## config.mk

```make
export PLATFORM = sky130hd
export DESIGN_NAME = ym3438_lfo_regs
export DESIGN_NICKNAME = d
export VERILOG_FILES = /design/src/rtl/ym3438_pkg.sv /design/src/rtl/ym3438_lfo_regs_chan_file.sv /design/src/rtl/ym3438_lfo_regs.sv
export SDC_FILE = /design/constraint.sdc
export NUM_CORES = 1
export LEC_CHECK = 0
export BUFFER_PORTS_ARGS = -buffer_cell sky130_fd_sc_hd__buf_2
export CORE_ASPECT_RATIO = 0.6
export CORE_MARGIN = 5
export CORE_UTILIZATION = 60
export CTS_BUF_LIST = sky130_fd_sc_hd__clkbuf_16
export CTS_CLUSTER_SIZE = 24
export DETAILED_ROUTE_END_ITERATION = 10
export GPL_TIMING_DRIVEN = 0
export MAX_ROUTING_LAYER = met4
export PLACE_DENSITY = 0.8
export SYNTH_ARGS = -nofsm -noshare
export SYNTH_HDL_FRONTEND = slang
export SYNTH_HIERARCHICAL = 1
export SYNTH_SLANG_ARGS = --single-unit
```

## constraint.sdc

```tcl
create_clock -name MCLK -period 10.15 [get_ports MCLK]
set_input_delay 2.03 -clock MCLK [delete_from_list [all_inputs] [get_ports MCLK]]
set_output_delay 2.03 -clock MCLK [all_outputs]
set_load 0.1 [all_outputs]
```

## src/rtl/ym3438_pkg.sv

```systemverilog
// Shared constants and types for the YM3438 LFO/phase register feeder.
// Slot ordering: slot = op*6 + ch, 24 slots per sample frame.
package ym3438_pkg;

    localparam int NUM_CH    = 6;
    localparam int NUM_SLOTS = 24;
    localparam logic [4:0] LAST_SLOT = 5'(NUM_SLOTS - 1);

    localparam logic [7:0] REG_TEST    = 8'h21;
    localparam logic [7:0] REG_LFO     = 8'h22;
    localparam logic [7:0] REG_MODE    = 8'h27;
    localparam logic [7:0] REG_FNUM_LO = 8'hA0;
    localparam logic [7:0] REG_FNUM_HI = 8'hA4;
    localparam logic [7:0] REG_CH3_LO  = 8'hA8;
    localparam logic [7:0] REG_CH3_HI  = 8'hAC;
    localparam logic [7:0] REG_PMS_AMS = 8'hB4;

    typedef struct packed {
        logic [1:0]  ams;
        logic [2:0]  pms;
        logic [2:0]  block;
        logic [10:0] fnum;
    } chan_regs_t;

    typedef struct packed {
        logic [1:0] op;
        logic [2:0] ch;
    } slot_pos_t;

    function automatic slot_pos_t slot_pos(input logic [4:0] s);
        slot_pos_t p;
        p.ch = 3'(s % 5'd6);
        p.op = 2'(s / 5'd6);
        return p;
    endfunction

endpackage

```

## src/rtl/ym3438_lfo_regs_chan_file.sv

```systemverilog
// Six-entry per-channel {ams, pms, block, fnum} store with one write port and
// one combinational read port; a same-edge read sees the pre-write contents.
module ym3438_lfo_regs_chan_file
    import ym3438_pkg::*;
(
    input  logic        clk,
    input  logic        rst,
    input  logic        wr_freq,
    input  logic        wr_mod,
    input  logic [2:0]  wr_ch,
    input  logic [2:0]  wr_block,
    input  logic [10:0] wr_fnum,
    input  logic [2:0]  wr_pms,
    input  logic [1:0]  wr_ams,
    input  logic [2:0]  rd_ch,
    output chan_regs_t  rd_data
);

    chan_regs_t regs [NUM_CH];

    always_ff @(posedge clk or posedge rst) begin
        if (rst) begin
            for (int i = 0; i < NUM_CH; i++) regs[i] <= '0;
        end else begin
            // block and fnum land together so the pair is never seen half-updated
            if (wr_freq) begin
                regs[wr_ch].block <= wr_block;
                regs[wr_ch].fnum  <= wr_fnum;
            end
            if (wr_mod) begin
                regs[wr_ch].ams <= wr_ams;
                regs[wr_ch].pms <= wr_pms;
            end
        end
    end

    assign rd_data = regs[rd_ch];

endmodule

```

## src/rtl/ym3438_lfo_regs.sv

```systemverilog
// CPU write capture and slot-ordered replay of fnum/block/pms/ams for the LFO path.
// Optional: define YM3438_CH3_SPECIAL_EN for per-operator channel-3 frequencies.
module ym3438_lfo_regs
    import ym3438_pkg::*;
(
    input  logic        MCLK,
    input  logic        IC,
    input  logic        c1,
    input  logic        wr_en,
    input  logic [8:0]  wr_addr,
    input  logic [7:0]  wr_data,
    output logic [3:0]  lfo,
    output logic [7:0]  reg_21,
    output logic [10:0] fnum,
    output logic [2:0]  block,
    output logic [2:0]  pms,
    output logic [1:0]  ams,
    output logic [4:0]  slot,
    output logic        fsm_sel23
);

    logic       bank;
    logic [7:0] ra;
    logic [1:0] idx;
    logic       idx_ok;
    logic [2:0] wr_ch;
    logic       hit_fnum_lo, hit_fnum_hi, hit_pms;

    logic [5:0]  latch;
    logic [1:0]  mode;
    logic [4:0]  slot_nxt;
    slot_pos_t   nxt_pos;
    chan_regs_t  rd_entry;
    logic [10:0] sel_fnum;
    logic [2:0]  sel_block;

    assign bank   = wr_addr[8];
    assign ra     = wr_addr[7:0];
    assign idx    = ra[1:0];
    assign idx_ok = (idx != 2'd3);
    assign wr_ch  = bank ? ({1'b0, idx} + 3'd3) : {1'b0, idx};

    assign hit_fnum_lo = wr_en && idx_ok && ((ra & 8'hFC) == REG_FNUM_LO);
    assign hit_fnum_hi = wr_en && idx_ok && ((ra & 8'hFC) == REG_FNUM_HI);
    assign hit_pms     = wr_en && idx_ok && ((ra & 8'hFC) == REG_PMS_AMS);

    assign slot_nxt  = (slot == LAST_SLOT) ? 5'd0 : slot + 5'd1;
    assign nxt_pos   = slot_pos(slot_nxt);
    assign fsm_sel23 = (slot == LAST_SLOT);

    ym3438_lfo_regs_chan_file u_chan_file (
        .clk      (MCLK),
        .rst      (IC),
        .wr_freq  (hit_fnum_lo),
        .wr_mod   (hit_pms),
        .wr_ch    (wr_ch),
        .wr_block (latch[5:3]),
        .wr_fnum  ({latch[2:0], wr_data}),
        .wr_pms   (wr_data[2:0]),
        .wr_ams   (wr_data[5:4]),
        .rd_ch    (nxt_pos.ch),
        .rd_data  (rd_entry)
    );

`ifdef YM3438_CH3_SPECIAL_EN
    logic [5:0]  ch3_latch;
    logic [13:0] ch3_freq [0:2];
    logic [1:0]  ch3_op;
    logic        hit_ch3_lo, hit_ch3_hi;

    // A9/AD feed op0, AA/AE op1, A8/AC op2
    assign ch3_op     = (idx == 2'd0) ? 2'd2 : idx - 2'd1;
    assign hit_ch3_lo = wr_en && !bank && idx_ok && ((ra & 8'hFC) == REG_CH3_LO);
    assign hit_ch3_hi = wr_en && !bank && idx_ok && ((ra & 8'hFC) == REG_CH3_HI);

    always_ff @(posedge MCLK or posedge IC) begin
        if (IC) begin
            ch3_latch <= '0;
            for (int i = 0; i < 3; i++) ch3_freq[i] <= '0;
        end else begin
            if (hit_ch3_hi) ch3_latch <= wr_data[5:0];
            if (hit_ch3_lo) ch3_freq[ch3_op] <= {ch3_latch, wr_data};
        end
    end

    always_comb begin
        sel_fnum  = rd_entry.fnum;
        sel_block = rd_entry.block;
        if (mode != 2'd0 && nxt_pos.ch == 3'd2 && nxt_pos.op != 2'd3) begin
            sel_fnum  = ch3_freq[nxt_pos.op][10:0];
            sel_block = ch3_freq[nxt_pos.op][13:11];
        end
    end
`else
    logic unused_mode;
    assign unused_mode = ^{mode, nxt_pos.op};

    always_comb begin
        sel_fnum  = rd_entry.fnum;
        sel_block = rd_entry.block;
    end
`endif

    always_ff @(posedge MCLK or posedge IC) begin
        if (IC) begin
            reg_21 <= '0;
            lfo    <= '0;
            mode   <= '0;
            latch  <= '0;
            slot   <= '0;
            fnum   <= '0;
            block  <= '0;
            pms    <= '0;
            ams    <= '0;
        end else begin
            if (wr_en && !bank) begin
                case (ra)
                    REG_TEST: reg_21 <= wr_data;
                    REG_LFO:  lfo    <= wr_data[3:0];
                    REG_MODE: mode   <= wr_data[7:6];
                    default:  ;
                endcase
            end
            if (hit_fnum_hi) latch <= wr_data[5:0];
            // outputs move with the slot and reflect the slot being entered
            if (c1) begin
                slot  <= slot_nxt;
                fnum  <= sel_fnum;
                block <= sel_block;
                pms   <= rd_entry.pms;
                ams   <= rd_entry.ams;
            end
        end
    end

endmodule

```

==> results.json <==
{
  "whs_path_depth": 1,
  "yosysTopAreaCell": "dfrtp_1",
  "num_rows": 31,
  "cts_buffers": 17,
  "track_usage_pct": 26.82,
  "startpoint_type": "flop",
  "regToRegSetupSlack_ps": 4850,
  "first_pass_iters": 4,
  "start_util_pct": 60.87,
  "avgSynthCellArea_sq_um": 13.59,
  "syn_inst": 537,
  "endpoint_kind": "flop",
  "clock_skew_ps": 6.827,
  "area_growth_pct": 15.67,
  "rsz0062_at_grt": "false",
  "setup_violations": 0,
  "drt_iter0_markers": 280,
  "async_reset_ff_share_pct": 100.0,
  "r2r_cells": 21,
  "worst_pin_slew_ps": 940.6,
  "min_period_over_period_pct": 52.19,
  "multi_input_area_sq_um": 3236,
  "fin_crit_ps": 5297,
  "ys_top_cells_by_count": "dfrtp_1, mux2_2, mux2i_1",
  "grt_pass1_vias": 5123,
  "viasPerCell": 6.131,
  "clk_pin_slew_worst_paths_ps": 60,
  "final-hold-violation-count": 0,
  "antenna_found_initial": 0,
  "die_h_um": 95.42,
  "syn_area_sq_um": 7296,
  "path_class": "reg -> reg",
  "die_area_sq_um": 14540,
  "yosys_warnings": 6,
  "ctsHoldBuffers": 0,
  "post_cts_buffers": 0,
  "drv_slew": 0,
  "drv_cap": 0,
  "antenna_cells": 0,
  "post-dp-hpwl_um": 11930,
  "die_x_um": 152.4,
  "drcViolationCount": 0,
  "cp.required_ps": 10460,
  "globalplace.congestion": 0.8389,
  "cts-root-buf": "clkbuf_16",
  "p_leak_nw": 4.274,
  "via_count": 4856,
  "worstHoldStart": "reg_21[1]$_DFFE_PP0P_",
  "synth.top_cell.area_share_pct": 53.51,
  "synth_ff_type": "dfrtp_1",
  "post_cts_resized": 0,
  "synthesis.nets": 566,
  "path_max_fanout": 10,
  "vdd_drop_max_v": 0.0001903,
  "clkSinkCount": 156,
  "hold_path_class": "reg -> reg",
  "max_freq_ghz": 0.1888,
  "worstReg2RegEnd": "fnum[0]$_DFFE_PP0P_",
  "cts_buffer_depth": 2,
  "cts_tree": "done",
  "outcome": "finished clean",
  "rr_startpoint": "slot[0]$_DFFE_PP0P_",
  "grt_pass1_wl_um": 28630,
  "holdPathEnd": "reg_21[1]$_DFFE_PP0P_",
  "ys_seq_elements": 156,
  "fin_setup_tns_ps": 0,
  "yosysMostFrequentCell": "dfrtp_1",
  "grt_overflow_total": 0,
  "nets": 643,
  "coreArea_sq_um": 11990,
  "crit_arrival_ps": 5600,
  "synth-edff-count": 0,
  "powerDensity_nw_per_um2": 323.0,
  "numPortBuffers": 56,
  "postRouteAntennaNets": 0,
  "synth_area_leaders": "dfrtp_1, mux2_2, mux2i_1",
  "wl_per_cell_um": 22.41,
  "yosys.cell_types.count": 42,
  "drt_wl_total_um": 17750,
  "yosysSeqAreaShare_pct": 53.51,
  "num-fill-cells": 815,
  "drive_gt1_share_pct": 41.31,
  "grt_max_degree": 62,
  "slew_headroom_pct": 36.81,
  "hold_ws_ps": 499.1,
  "clk_latency_ps": 420,
  "io_pins": 58,
  "regArea_sq_um": 3904,
  "cts-htree-levels": 4
}
-- through the flow --
step / std cells / worst slack (ps) / instance area (sq um) / util (%) / power [mW]
after global placement: 758 / 4008 / 7782 / 64.93 / 2.023
final: 792 / 4853 / 8439 / 70.41 / 2.726
after CTS: 792 / 4935 / 8439 / 70.41 / 2.712
after global routing: 792 / 4373 / 8439 / 70.41 / 2.833
after floorplan: 537 / 4348 / 7296 / - / 1.681
after detailed placement: 760 / 4958 / 7833 / 65.35 / 2.058
-- final cells by class --
class / count / area share, %
inverters: 9 / 0.4299
well taps: 165 / 2.446
clock buffers: 17 / 5.041
multi-input cells: 345 / 38.34
clock inverters: 15 / 2.150
plain buffers: 27 / 1.453
flip-flops and latches: 156 / 46.26
repair buffers: 58 / 3.884
-- layout by cell type, fill, tap and decap left out, types with 3 or more instances in the layout --
cell / synthesis / routed
nor2_1: 10 / 10
a21oi_1: 4 / 4
and3_1: 3 / 3
xnor2_1: 3 / 3
ha_1: 8 / 8
mux2_2: 152 / 152
o21ai_0: 23 / 23
clkbuf_1: 11 / 11
clkbuf_16: 0 / 17
bufinv_16: 0 / 4
nor3b_1: 4 / 4
nand2b_1: 11 / 11
dfrtp_1: 156 / 156
inv_1: 9 / 9
nor3_2: 4 / 4
nor3_1: 3 / 3
nand3_1: 7 / 7
nand2_1: 10 / 10
mux2i_1: 58 / 58
buf_2: 11 / 67
o32a_1: 19 / 19
buf_1: 3 / 3
clkinv_1: 0 / 4
nor2b_1: 4 / 4
clkinvlp_4: 0 / 4
-- how the worst max path moves through the flow --
stage | slack [ps] | startpoint | end | cells after the start
after floorplan | 4350 | slot[0]$_DFFE_PP0P_ | fsm_sel23 | 3
after global placement | 4010 | IC | u_chan_file/regs[109]$_DFFE_PP0P_ | 2
after detailed placement | 4960 | slot[0]$_DFFE_PP0P_ | fnum[0]$_DFFE_PP0P_ | 21
after CTS | 4940 | slot[0]$_DFFE_PP0P_ | fnum[0]$_DFFE_PP0P_ | 21
after global routing | 4370 | slot[0]$_DFFE_PP0P_ | fnum[0]$_DFFE_PP0P_ | 21
final | 4850 | slot[0]$_DFFE_PP0P_ | fnum[0]$_DFFE_PP0P_ | 21
-- registers in the layout (all words and copies together), names as in the netlist --
signal and flops:
u_chan_file/regs 114, fnum 11, reg_21 8, latch 6, slot 5, lfo 4
block 3, pms 3, ams 2
-- kinds of logic (layout without fill, tap and decap cells) --
logic type | Yosys count | count (layout) | synth area share, %
AOI/OAI and AO/OA | 58 | 58 | 5.780
xor gates and xnor gates | 4 | 4 | 0.4803
adders and majority gates | 8 | 8 | 1.372
buffers and inverters | 36 | 126 | 2.144
DFF | 156 | 156 | 53.51
muxes | 210 | 210 | 31.42
and+or+nand+nor | 65 | 65 | 5.300
-- report_power, final --
| group | total, mW | leakage, nW | switching, mW | internal [mW] |
|---|---|---|---|---|
| logic | 1.38 | 1.83 | 0.956 | 0.425 |
| registers | 0.692 | 2.16 | 0.0364 | 0.656 |
| clock network | 0.653 | 0.288 | 0.247 | 0.406 |
-- worst max-delay path, stage by stage (launching register included) --
cell and delay, ps:
dfrtp_1 510, ha_1 300, clkbuf_1 400, nand2_1 90, o22ai_1 150, nand2b_1 80, ha_1 250, nand2b_1 180
and3b_1 180, a21oi_1 230, inv_1 80, ha_1 190, a21oi_1 110, and3_1 200, o2111ai_1 140, xnor2_1 300
nand2b_1 150, clkbuf_1 470, clkbuf_1 530, o32a_1 260, o21ai_0 90, mux2_2 290
-- layer usage --
metal / global-route usage [%] / routed length (um)
met1: 36.39 / 8319
met2: 40.07 / 8040
met3: 5.714 / 961
met4: 10.77 / 429
met5: - / 0
Note: power is estimated with default switching activity, not from simulation.
